**src/rtl/cmd_cfg_pkg.sv**
```systemverilog
// Shared opcodes, response codes, FSM states and opcode decoder for cmd_cfg_multi.
package cmd_cfg_pkg;

    localparam logic [7:0] OP_SET_CH_BASE = 8'h20;
    localparam logic [7:0] OP_SET_THRST   = 8'h05;
    localparam logic [7:0] OP_CALIBRATE   = 8'h06;
    localparam logic [7:0] OP_EMER_LAND   = 8'h07;
    localparam logic [7:0] OP_MTRS_OFF    = 8'h08;

    localparam logic [7:0] RESP_ACK = 8'hA5;
    localparam logic [7:0] RESP_NAK = 8'h5A;
    localparam logic [7:0] RESP_TMO = 8'hEE;

    typedef enum logic [2:0] {
        IDLE,
        DECODE,
        SPIN,
        CAL_WAIT,
        RAMP,
        RESP
    } state_t;

    typedef enum logic [2:0] {
        DEC_SET_CH,
        DEC_THRST,
        DEC_CAL,
        DEC_EMER,
        DEC_MOFF,
        DEC_INVALID
    } op_t;

    // Channel opcodes form a window 0x20..0x20+n_ch-1; everything unlisted is invalid.
    function automatic op_t decode_op(input logic [7:0] cmd, input int n_ch);
        int idx;
        idx = int'(cmd) - int'(OP_SET_CH_BASE);
        if (idx >= 0 && idx < n_ch) return DEC_SET_CH;
        case (cmd)
            OP_SET_THRST: return DEC_THRST;
            OP_CALIBRATE: return DEC_CAL;
            OP_EMER_LAND: return DEC_EMER;
            OP_MTRS_OFF:  return DEC_MOFF;
            default:      return DEC_INVALID;
        endcase
    endfunction

endpackage

```
**src/rtl/cmd_cfg_multi_cal_timer.sv**
```systemverilog
// Free-running up-counter used for both the spin-up delay and the calibration timeout.
module cal_timer #(
    parameter int W = 9
) (
    input  logic clk,
    input  logic rst,
    input  logic clr,
    input  logic en,
    output logic full
);

    logic [W-1:0] count;

    always_ff @(posedge clk) begin
        if (rst || clr) begin
            count <= '0;
        end else if (en) begin
            count <= count + W'(1);
        end
    end

    assign full = &count;

endmodule

```
**src/rtl/cmd_cfg_multi.sv**
```systemverilog
// Command decoder / configuration block: setpoints, thrust, calibration sequencing.
// Define CMD_CFG_MULTI_RAMP_EN to make EMER_LAND ramp thrust down instead of cutting it.
module cmd_cfg_multi
    import cmd_cfg_pkg::*;
#(
    parameter int N_CH      = 4,
    parameter int DW        = 16,
    parameter int THR_W     = 9,
    parameter int SPIN_W    = 9,
    parameter int TO_W      = 12,
    parameter int RAMP_STEP = 8
) (
    input  logic                 clk,
    input  logic                 rst,
    input  logic                 cmd_rdy,
    input  logic [7:0]           cmd,
    input  logic [DW-1:0]        data,
    input  logic                 cal_done,
    output logic                 clr_cmd_rdy,
    output logic [7:0]           resp,
    output logic                 send_resp,
    output logic [N_CH*DW-1:0]   setpt,
    output logic [THR_W-1:0]     thrst,
    output logic                 strt_cal,
    output logic                 inertial_cal,
    output logic                 motors_off,
    output logic                 busy
);

    localparam logic [THR_W-1:0] THR_MAX = '1;
`ifdef CMD_CFG_MULTI_RAMP_EN
    localparam logic [THR_W-1:0] STEP = THR_W'(RAMP_STEP);
`endif

    state_t              state;
    state_t              state_nxt;
    logic [7:0]          cmd_q;
    logic [DW-1:0]       data_q;
    logic [N_CH*DW-1:0]  setpt_q;
    logic [THR_W-1:0]    thrst_q;
    logic                motors_off_q;
    logic [7:0]          resp_q;
    logic [7:0]          resp_nxt;
    logic                cal_seq;
    op_t                 op;
    logic [7:0]          ch_idx;
    logic                thr_over;
    logic                timers_clr;
    logic                spin_full;
    logic                to_full;

    assign op         = decode_op(cmd_q, N_CH);
    assign ch_idx     = cmd_q - OP_SET_CH_BASE;
    assign thr_over   = |(data_q >> THR_W);
    assign timers_clr = (state == DECODE) && (op == DEC_CAL);

    cal_timer #(.W(SPIN_W)) u_spin_timer (
        .clk  (clk),
        .rst  (rst),
        .clr  (timers_clr),
        .en   (state == SPIN),
        .full (spin_full)
    );

    cal_timer #(.W(TO_W)) u_timeout_timer (
        .clk  (clk),
        .rst  (rst),
        .clr  (timers_clr),
        .en   (state == CAL_WAIT),
        .full (to_full)
    );

    always_ff @(posedge clk) begin
        if (rst) begin
            state <= IDLE;
        end else begin
            state <= state_nxt;
        end
    end

    always_comb begin
        state_nxt = state;
        resp_nxt  = RESP_ACK;
        case (state)
            IDLE: begin
                if (cmd_rdy) state_nxt = DECODE;
            end
            DECODE: begin
                case (op)
                    DEC_CAL: state_nxt = SPIN;
`ifdef CMD_CFG_MULTI_RAMP_EN
                    DEC_EMER: state_nxt = (thrst_q == '0) ? RESP : RAMP;
`endif
                    DEC_INVALID: begin
                        state_nxt = RESP;
                        resp_nxt  = RESP_NAK;
                    end
                    default: state_nxt = RESP;
                endcase
            end
            SPIN: begin
                if (spin_full) state_nxt = CAL_WAIT;
            end
            // cal_done is checked first so it wins a tie with the timeout.
            CAL_WAIT: begin
                if (cal_done) begin
                    state_nxt = RESP;
                end else if (to_full) begin
                    state_nxt = RESP;
                    resp_nxt  = RESP_TMO;
                end
            end
`ifdef CMD_CFG_MULTI_RAMP_EN
            RAMP: begin
                if (thrst_q == '0) state_nxt = RESP;
            end
`endif
            RESP:    state_nxt = IDLE;
            default: state_nxt = IDLE;
        endcase
    end

    always_ff @(posedge clk) begin
        if (rst) begin
            cmd_q        <= '0;
            data_q       <= '0;
            setpt_q      <= '0;
            thrst_q      <= '0;
            motors_off_q <= 1'b1;
            resp_q       <= RESP_ACK;
            cal_seq      <= 1'b0;
        end else begin
            cal_seq <= (state == CAL_WAIT);
            if (state_nxt == RESP) resp_q <= resp_nxt;
            case (state)
                IDLE: begin
                    if (cmd_rdy) begin
                        cmd_q  <= cmd;
                        data_q <= data;
                    end
                end
                DECODE: begin
                    case (op)
                        DEC_SET_CH: begin
                            for (int i = 0; i < N_CH; i++) begin
                                if (ch_idx == 8'(i)) setpt_q[i*DW +: DW] <= data_q;
                            end
                        end
                        DEC_THRST: thrst_q <= thr_over ? THR_MAX : data_q[THR_W-1:0];
                        DEC_CAL:   motors_off_q <= 1'b0;
                        DEC_EMER: begin
                            setpt_q <= '0;
`ifndef CMD_CFG_MULTI_RAMP_EN
                            thrst_q <= '0;
`endif
                        end
                        DEC_MOFF:  motors_off_q <= 1'b1;
                        default: ;
                    endcase
                end
                CAL_WAIT: begin
                    if (!cal_done && to_full) motors_off_q <= 1'b1;
                end
`ifdef CMD_CFG_MULTI_RAMP_EN
                RAMP: thrst_q <= (thrst_q > STEP) ? thrst_q - STEP : '0;
`endif
                default: ;
            endcase
        end
    end

    assign clr_cmd_rdy  = (state == IDLE) && cmd_rdy && !rst;
    assign send_resp    = (state == RESP);
    assign strt_cal     = (state == SPIN) && spin_full;
    // cal_seq marks the RESP cycle that closes a calibration sequence.
    assign inertial_cal = (state == SPIN) || (state == CAL_WAIT) || ((state == RESP) && cal_seq);
    assign busy         = (state != IDLE);
    assign resp         = resp_q;
    assign setpt        = setpt_q;
    assign thrst        = thrst_q;
    assign motors_off   = motors_off_q;

endmodule
```
**config.mk**
```make
export PLATFORM = sky130hd
export DESIGN_NAME = cmd_cfg_multi
export DESIGN_NICKNAME = d
export VERILOG_FILES = /design/src/rtl/cmd_cfg_pkg.sv /design/src/rtl/cmd_cfg_multi_cal_timer.sv /design/src/rtl/cmd_cfg_multi.sv
export SDC_FILE = /design/constraint.sdc
export NUM_CORES = 1
export LEC_CHECK = 0
export CAP_MARGIN = 20
export CORE_MARGIN = 10
export CORE_UTILIZATION = 46
export CTS_CLUSTER_DIAMETER = 200
export CTS_CLUSTER_SIZE = 30
export DETAILED_ROUTE_END_ITERATION = 12
export PLACE_DENSITY = 0.76
export SKIP_CTS_REPAIR_TIMING = 1
export SYNTH_ARGS = -nofsm -noshare
export SYNTH_HDL_FRONTEND = slang
export SYNTH_HIERARCHICAL = 1
export SYNTH_SLANG_ARGS = --single-unit
```
**constraint.sdc**
```tcl
create_clock -name clk -period 2.75 [get_ports clk]
set_input_delay 0.55 -clock clk [delete_from_list [all_inputs] [get_ports clk]]
set_output_delay 0.55 -clock clk [all_outputs]
set_load 0.05 [all_outputs]
```
==> results.sh, run 1 <==
export IMPL_syn_to_final_growth_pct=35.3
export IMPL_ys_ff_latch=127
export IMPL_synth_most_common_cell="dfxtp_1"
export IMPL_path_cells="inv_1, and3_1, nand2_1, nand2_1, clkdlybuf4s50_1"
export IMPL_fmax_ghz=0.378
export IMPL_clock_sinks=127
export IMPL_fp_dieW_um=128
export IMPL_grt_overflow=0
export IMPL_io_buffers=114
export IMPL_cap_viol_max_count=0
export IMPL_hold_path_class="reg -> reg"
export IMPL_drtIter0Drc=339
export IMPL_tightest_slew_ns=0.897
export IMPL_die_h_um=128
export IMPL_clock_path_buffers=2
export IMPL_rows=39
export IMPL_cp_max_fo=7
export IMPL_synthXorXnorAreaFrac=0.0148
export IMPL_yosysTopAreaCell="dfxtp_1"
export IMPL_routed_wirelength_um=14600
export IMPL_synth_fp_nets=636
export IMPL_synth_top_family_by_area="simple AND/OR/NAND/NOR gates"
export IMPL_synth_cell_area_um2=5340
export IMPL_power_density_nw_per_um2=610
export IMPL_grt_max_degree=51
export IMPL_clkTransAtPathRegs_ns=0.06
export IMPL_clk_latency_ns=0.42
export IMPL_start_util=0.470
export IMPL_yosys_area_share_simple=0.219
export IMPL_avgSynthCellArea_um2=8.89
export IMPL_htree_levels=4
export IMPL_critPathTopFamily="buffers and inverters"
export IMPL_final_nets=748
export IMPL_core_area_um2=11400
export IMPL_worstSetupStartpoint="state[1]$_SDFF_PP0_"
export IMPL_synth_area_top_cells="dfxtp_1 (48%), mux2i_1 (9.7%), nand2_1 (8.4%), a21oi_1 (5.8%), nand3_1 (3.9%)"
export IMPL_diodes=0
export IMPL_hold_viol_final=0
export IMPL_yosysWarnings=6
export IMPL_async_flop_share=0
export IMPL_synth_compound_area_frac=0.131
export IMPL_viasPerCell=5.50
export IMPL_place_gp_congestion=0.818
export IMPL_cp_common_cell="nand2_1"
export IMPL_worstPathArrival_ns=2.09
export IMPL_placed_cell_area_um2=6590
export IMPL_hp_start="setpt[43]$_SDFFE_PP0P_"
export IMPL_drtPass1Iterations=5
export IMPL_status="complete, no violations"
export IMPL_fin_cells=868
export IMPL_wl_per_cell_um=16.9
export IMPL_max_stage_delay_ns=0.80
export IMPL_nFillCells=938
export IMPL_criticalPathCategory="reg -> out"
export IMPL_cts_buffers=17
export IMPL_netlist_area_leader_share=0.476
export IMPL_synth_fa_ha_area_frac=0.0164
export IMPL_startpoint_type="flip-flop"
export IMPL_end_kind="primary output"
export IMPL_power_leakage_nw=2.87
export IMPL_drc_errors=0
export IMPL_max_slew_margin=0.402
export IMPL_fin_worst_hold_slack_ns=0.459
export IMPL_finClkSkew_ns=0.0120
export IMPL_synthFlopType="dfxtp_1"
export IMPL_ys_top_cells_by_count="dfxtp_1 (127), nand2_1 (119), a21oi_1 (62), mux2i_1 (52), nand3_1 (42)"
export IMPL_synth_mux_area_frac=0.0974
export IMPL_cts_root_buf="clkbuf_16"
export IMPL_period_share=0.961
export IMPL_vias=4772
export IMPL_grt_use_total=0.174
export IMPL_drive_gt1_frac=0.102
export IMPL_fin_area_um2=7230
export IMPL_ir_drop_mv=0.377
export IMPL_grt_pass1_wl_um=23200
export IMPL_cp_slowest_cell="clkdlybuf4s50_1"
export IMPL_fin_total_pwr_mw=4.41
export IMPL_grt_pass1_vias=4612
export IMPL_yosysSeqAreaShare=0.476
export IMPL_r2r_start="cmd_q[6]$_SDFFE_PP0P_"
export IMPL_synth_edf_count=0
export IMPL_synthCells=601
export IMPL_setup_viol=0
export IMPL_path_buf_inv=2
export IMPL_dieArea_um2=16300
export IMPL_place_hpwl_um=10900
export IMPL_dp_cells=833
export IMPL_rsz0062_at_grt="no"
export IMPL_crit_required_ns=2.20
export IMPL_cts_tree="done"
export IMPL_synth_distinct_cells=50
export IMPL_ios=115
export IMPL_drtAntennaViolNets=0
export IMPL_slew_viol_final=0
export IMPL_antenna_found_initial=0
export IMPL_timing_final_crit_period_ns=2.64
==> routing by layer <==
metal / up-vias / global-route usage / wire (µm)
li1: 2337 / - / -
met1: 2254 / 0.217 / 6450
met2: 164 / 0.275 / 6870
met3: 17 / 0.0496 / 1090
met4: 0 / 0.0755 / 229
met5: - / 0 / 0
==> layout by cell type (no fill, tap or decap), types with 4 or more instances in the layout <==
cell,instances
dfxtp_1,126
nand2_1,119
clkdlybuf4s50_1,111
a21oi_1,62
mux2i_1,52
nand3_1,41
o211ai_1,26
nor2_1,24
clkbuf_16,17
buf_4,17
inv_1,9
nor3_1,9
nand4_1,9
o21ai_0,8
xor2_1,7
ha_1,6
o31ai_1,5
inv_6,5
nand2b_1,4
nor4_1,4
or4_1,4
==> worst paths after layout <==
check | to | slack [ns] | cells after the start
worst max-delay path | inertial_cal | 0.11 | 5
worst min-delay path | setpt[43]$_SDFFE_PP0P_ | 0.46 | 2
worst max register to register | setpt[51]$_SDFFE_PP0P_ | 0.18 | 13
worst min register to register | setpt[43]$_SDFFE_PP0P_ | 0.46 | 2
==> worst reg2reg max path, stage by stage (launching register included) <==
cell and delay (ns):
dfxtp_2 0.35, inv_1 0.07, ha_1 0.19, xor2_1 0.15
nor2_1 0.09, nand2_1 0.06, a21oi_1 0.16, ha_2 0.25
nand3_1 0.17, nor3_4 0.29, buf_8 0.16, o2111ai_4 0.14
buf_12 0.23, mux2i_1 0.14
==> power breakdown <==
group          switching, mW  internal [mW]
clock                  0.845           1.25
combinational          0.246          0.142
sequential            0.0504           1.88
total                   1.14           3.27
==> through the flow <==
step,worst slack (ns),utilization,TNS [ns]
global route,0.00692,0.636,0
CTS,-0.103,0.628,-1.26
detailed placement,-0.0987,0.579,-1.23
floorplan,0.000385,-,0
finish,0.106,0.636,0
global placement,0.0630,0.578,0
==> registers in the layout, indices dropped and copies added, names as in the netlist <==
register / count
setpt: 64
state: 3
cal_seq: 1
u_spin_timer/count: 9
resp: 4
motors_off: 1
cmd_q: 8
data_q: 16
u_timeout_timer/count: 12
thrst: 9
==> cells by family after synthesis <==
group / after synthesis
simple gates: 244
flops: 127
compound gates: 110
buf+inv: 52
mux: 52
xor+xnor: 9
fa+ha+maj: 7
==> cell type report <==
class	instances	area, µm²	share of cell area
multi-input combinational	422	2580	0.357
sequential	127	2540	0.352
timing repair buffer	134	1330	0.183
clock buffer	17	425	0.0588
tap	143	179	0.0247
clock inverter	14	133	0.0183
inverter	11	41.3	0.00571
Power figures use the tool's default switching activity.
==> run 2: changes to the inputs <==
SKIP_LAST_GASP = 1   (was default)
==> results.sh, run 2 (synthesized netlist as in run 1, its figures left out) <==
export IMPL_status="complete, no violations"
export IMPL_die_h_um=128
export IMPL_clock_path_buffers=2
export IMPL_slew_viol_final=0
export IMPL_end_kind="primary output"
export IMPL_cts_root_buf="clkbuf_16"
export IMPL_power_density_nw_per_um2=610
export IMPL_startpoint_type="flip-flop"
export IMPL_setup_viol=0
export IMPL_ios=115
export IMPL_drtAntennaViolNets=0
export IMPL_wl_per_cell_um=16.9
export IMPL_place_hpwl_um=10900
export IMPL_grt_max_degree=51
export IMPL_criticalPathCategory="reg -> out"
export IMPL_antenna_found_initial=0
export IMPL_worstPathArrival_ns=2.09
export IMPL_largest_register_ffs=64
export IMPL_grt_pass1_vias=4612
export IMPL_final_common_cell="dfxtp_1"
export IMPL_period_share=0.961
export IMPL_power_leakage_nw=2.87
export IMPL_grt_use_total=0.174
export IMPL_drc_errors=0
export IMPL_fin_total_pwr_mw=4.41
export IMPL_hold_path_class="reg -> reg"
export IMPL_rsz0062_at_grt="yes"
export IMPL_start_util=0.470
export IMPL_cp_max_fo=7
export IMPL_vias=4778
export IMPL_htree_levels=4
export IMPL_rows=39
export IMPL_fp_dieW_um=128
export IMPL_finalSetupTns_ns=0
export IMPL_max_slew_margin=0.402
export IMPL_grt_pass1_wl_um=23200
export IMPL_drtIter0Drc=337
export IMPL_routed_wirelength_um=14600
export IMPL_drive_gt1_frac=0.101
export IMPL_final_nets=748
export IMPL_fin_area_um2=7230
export IMPL_grt_overflow=0
export IMPL_cap_viol_max_count=0
export IMPL_finClkSkew_ns=0.0118
export IMPL_met1_usage=0.217
export IMPL_clock_sinks=127
export IMPL_cts_buffers=17
export IMPL_diodes=0
export IMPL_viasPerCell=5.50
export IMPL_clk_latency_ns=0.42
export IMPL_drtPass1Iterations=5
export IMPL_io_buffers=114
export IMPL_top_usage_layer="met2"
export IMPL_hold_viol_final=0
export IMPL_grt_util_met3=0.0496
export IMPL_dieArea_um2=16300
export IMPL_core_area_um2=11400
export IMPL_grt_met2_usage=0.275
export IMPL_clkTransAtPathRegs_ns=0.06
export IMPL_cts_tree="done"
export IMPL_fmax_ghz=0.378
export IMPL_syn_to_final_growth_pct=35.3
export IMPL_placed_cell_area_um2=6590
export IMPL_ir_drop_mv=0.377
export IMPL_mostFrequentLayoutCells="dfxtp_1 (127), nand2_1 (119), clkdlybuf4s50_1 (111)"
export IMPL_crit_required_ns=2.20
export IMPL_place_gp_congestion=0.818
export IMPL_tightest_slew_ns=0.897
export IMPL_timing_final_crit_period_ns=2.64
[run 2: path summary, 6_finish.rpt]
kind | from | end | slack, ns | depth (start not counted)
min reg2reg | setpt[43]$_SDFFE_PP0P_ | setpt[43]$_SDFFE_PP0P_ | 0.46 | 2
min | setpt[43]$_SDFFE_PP0P_ | setpt[43]$_SDFFE_PP0P_ | 0.46 | 2
max | state[1]$_SDFF_PP0_ | inertial_cal | 0.11 | 5
max reg2reg | cmd_q[6]$_SDFFE_PP0P_ | setpt[51]$_SDFFE_PP0P_ | 0.13 | 13
[run 2: per-layer routing]
layer,vias to the layer above,share of wire
li1,2339,-
met1,2259,0.44
met2,163,0.47
met3,17,0.073
met4,0,0.016
met5,-,0
[run 2: layout make-up]
type | instances | area, µm²
well taps | 143 | 179
fillers | 939 | 4140
clock buffers | 17 | 425
multi-input cells | 422 | 2580
clock inverters | 14 | 133
flip-flops and latches | 127 | 2540
repair buffers | 134 | 1330
inverters | 11 | 41.3
[run 2: stage by stage]
step | setup slack [ns] | cells | hold WS [ns] | util
CTS | -0.103 | 864 | 0.460 | 0.628
detailed placement | -0.0987 | 833 | 0.452 | 0.579
finish | 0.107 | 868 | 0.459 | 0.636
global route | -0.0532 | 868 | 0.476 | 0.636
global placement | 0.0630 | 832 | 0.442 | 0.578
floorplan | 0.000385 | 601 | 0.435 | -
[run 2: report_power, final]
group	switching [mW]	internal (mW)	leakage, nW
logic	0.246	0.142	1.58
clock network	0.845	1.25	0.267
registers	0.0504	1.88	1.03
total	1.14	3.27	2.87
[run 2: worst max-delay path: stages, from the launching register on]
cell and delay [ns]:
dfxtp_1 0.35, inv_1 0.17, and3_1 0.22, nand2_1 0.06
nand2_1 0.07, clkdlybuf4s50_1 0.80
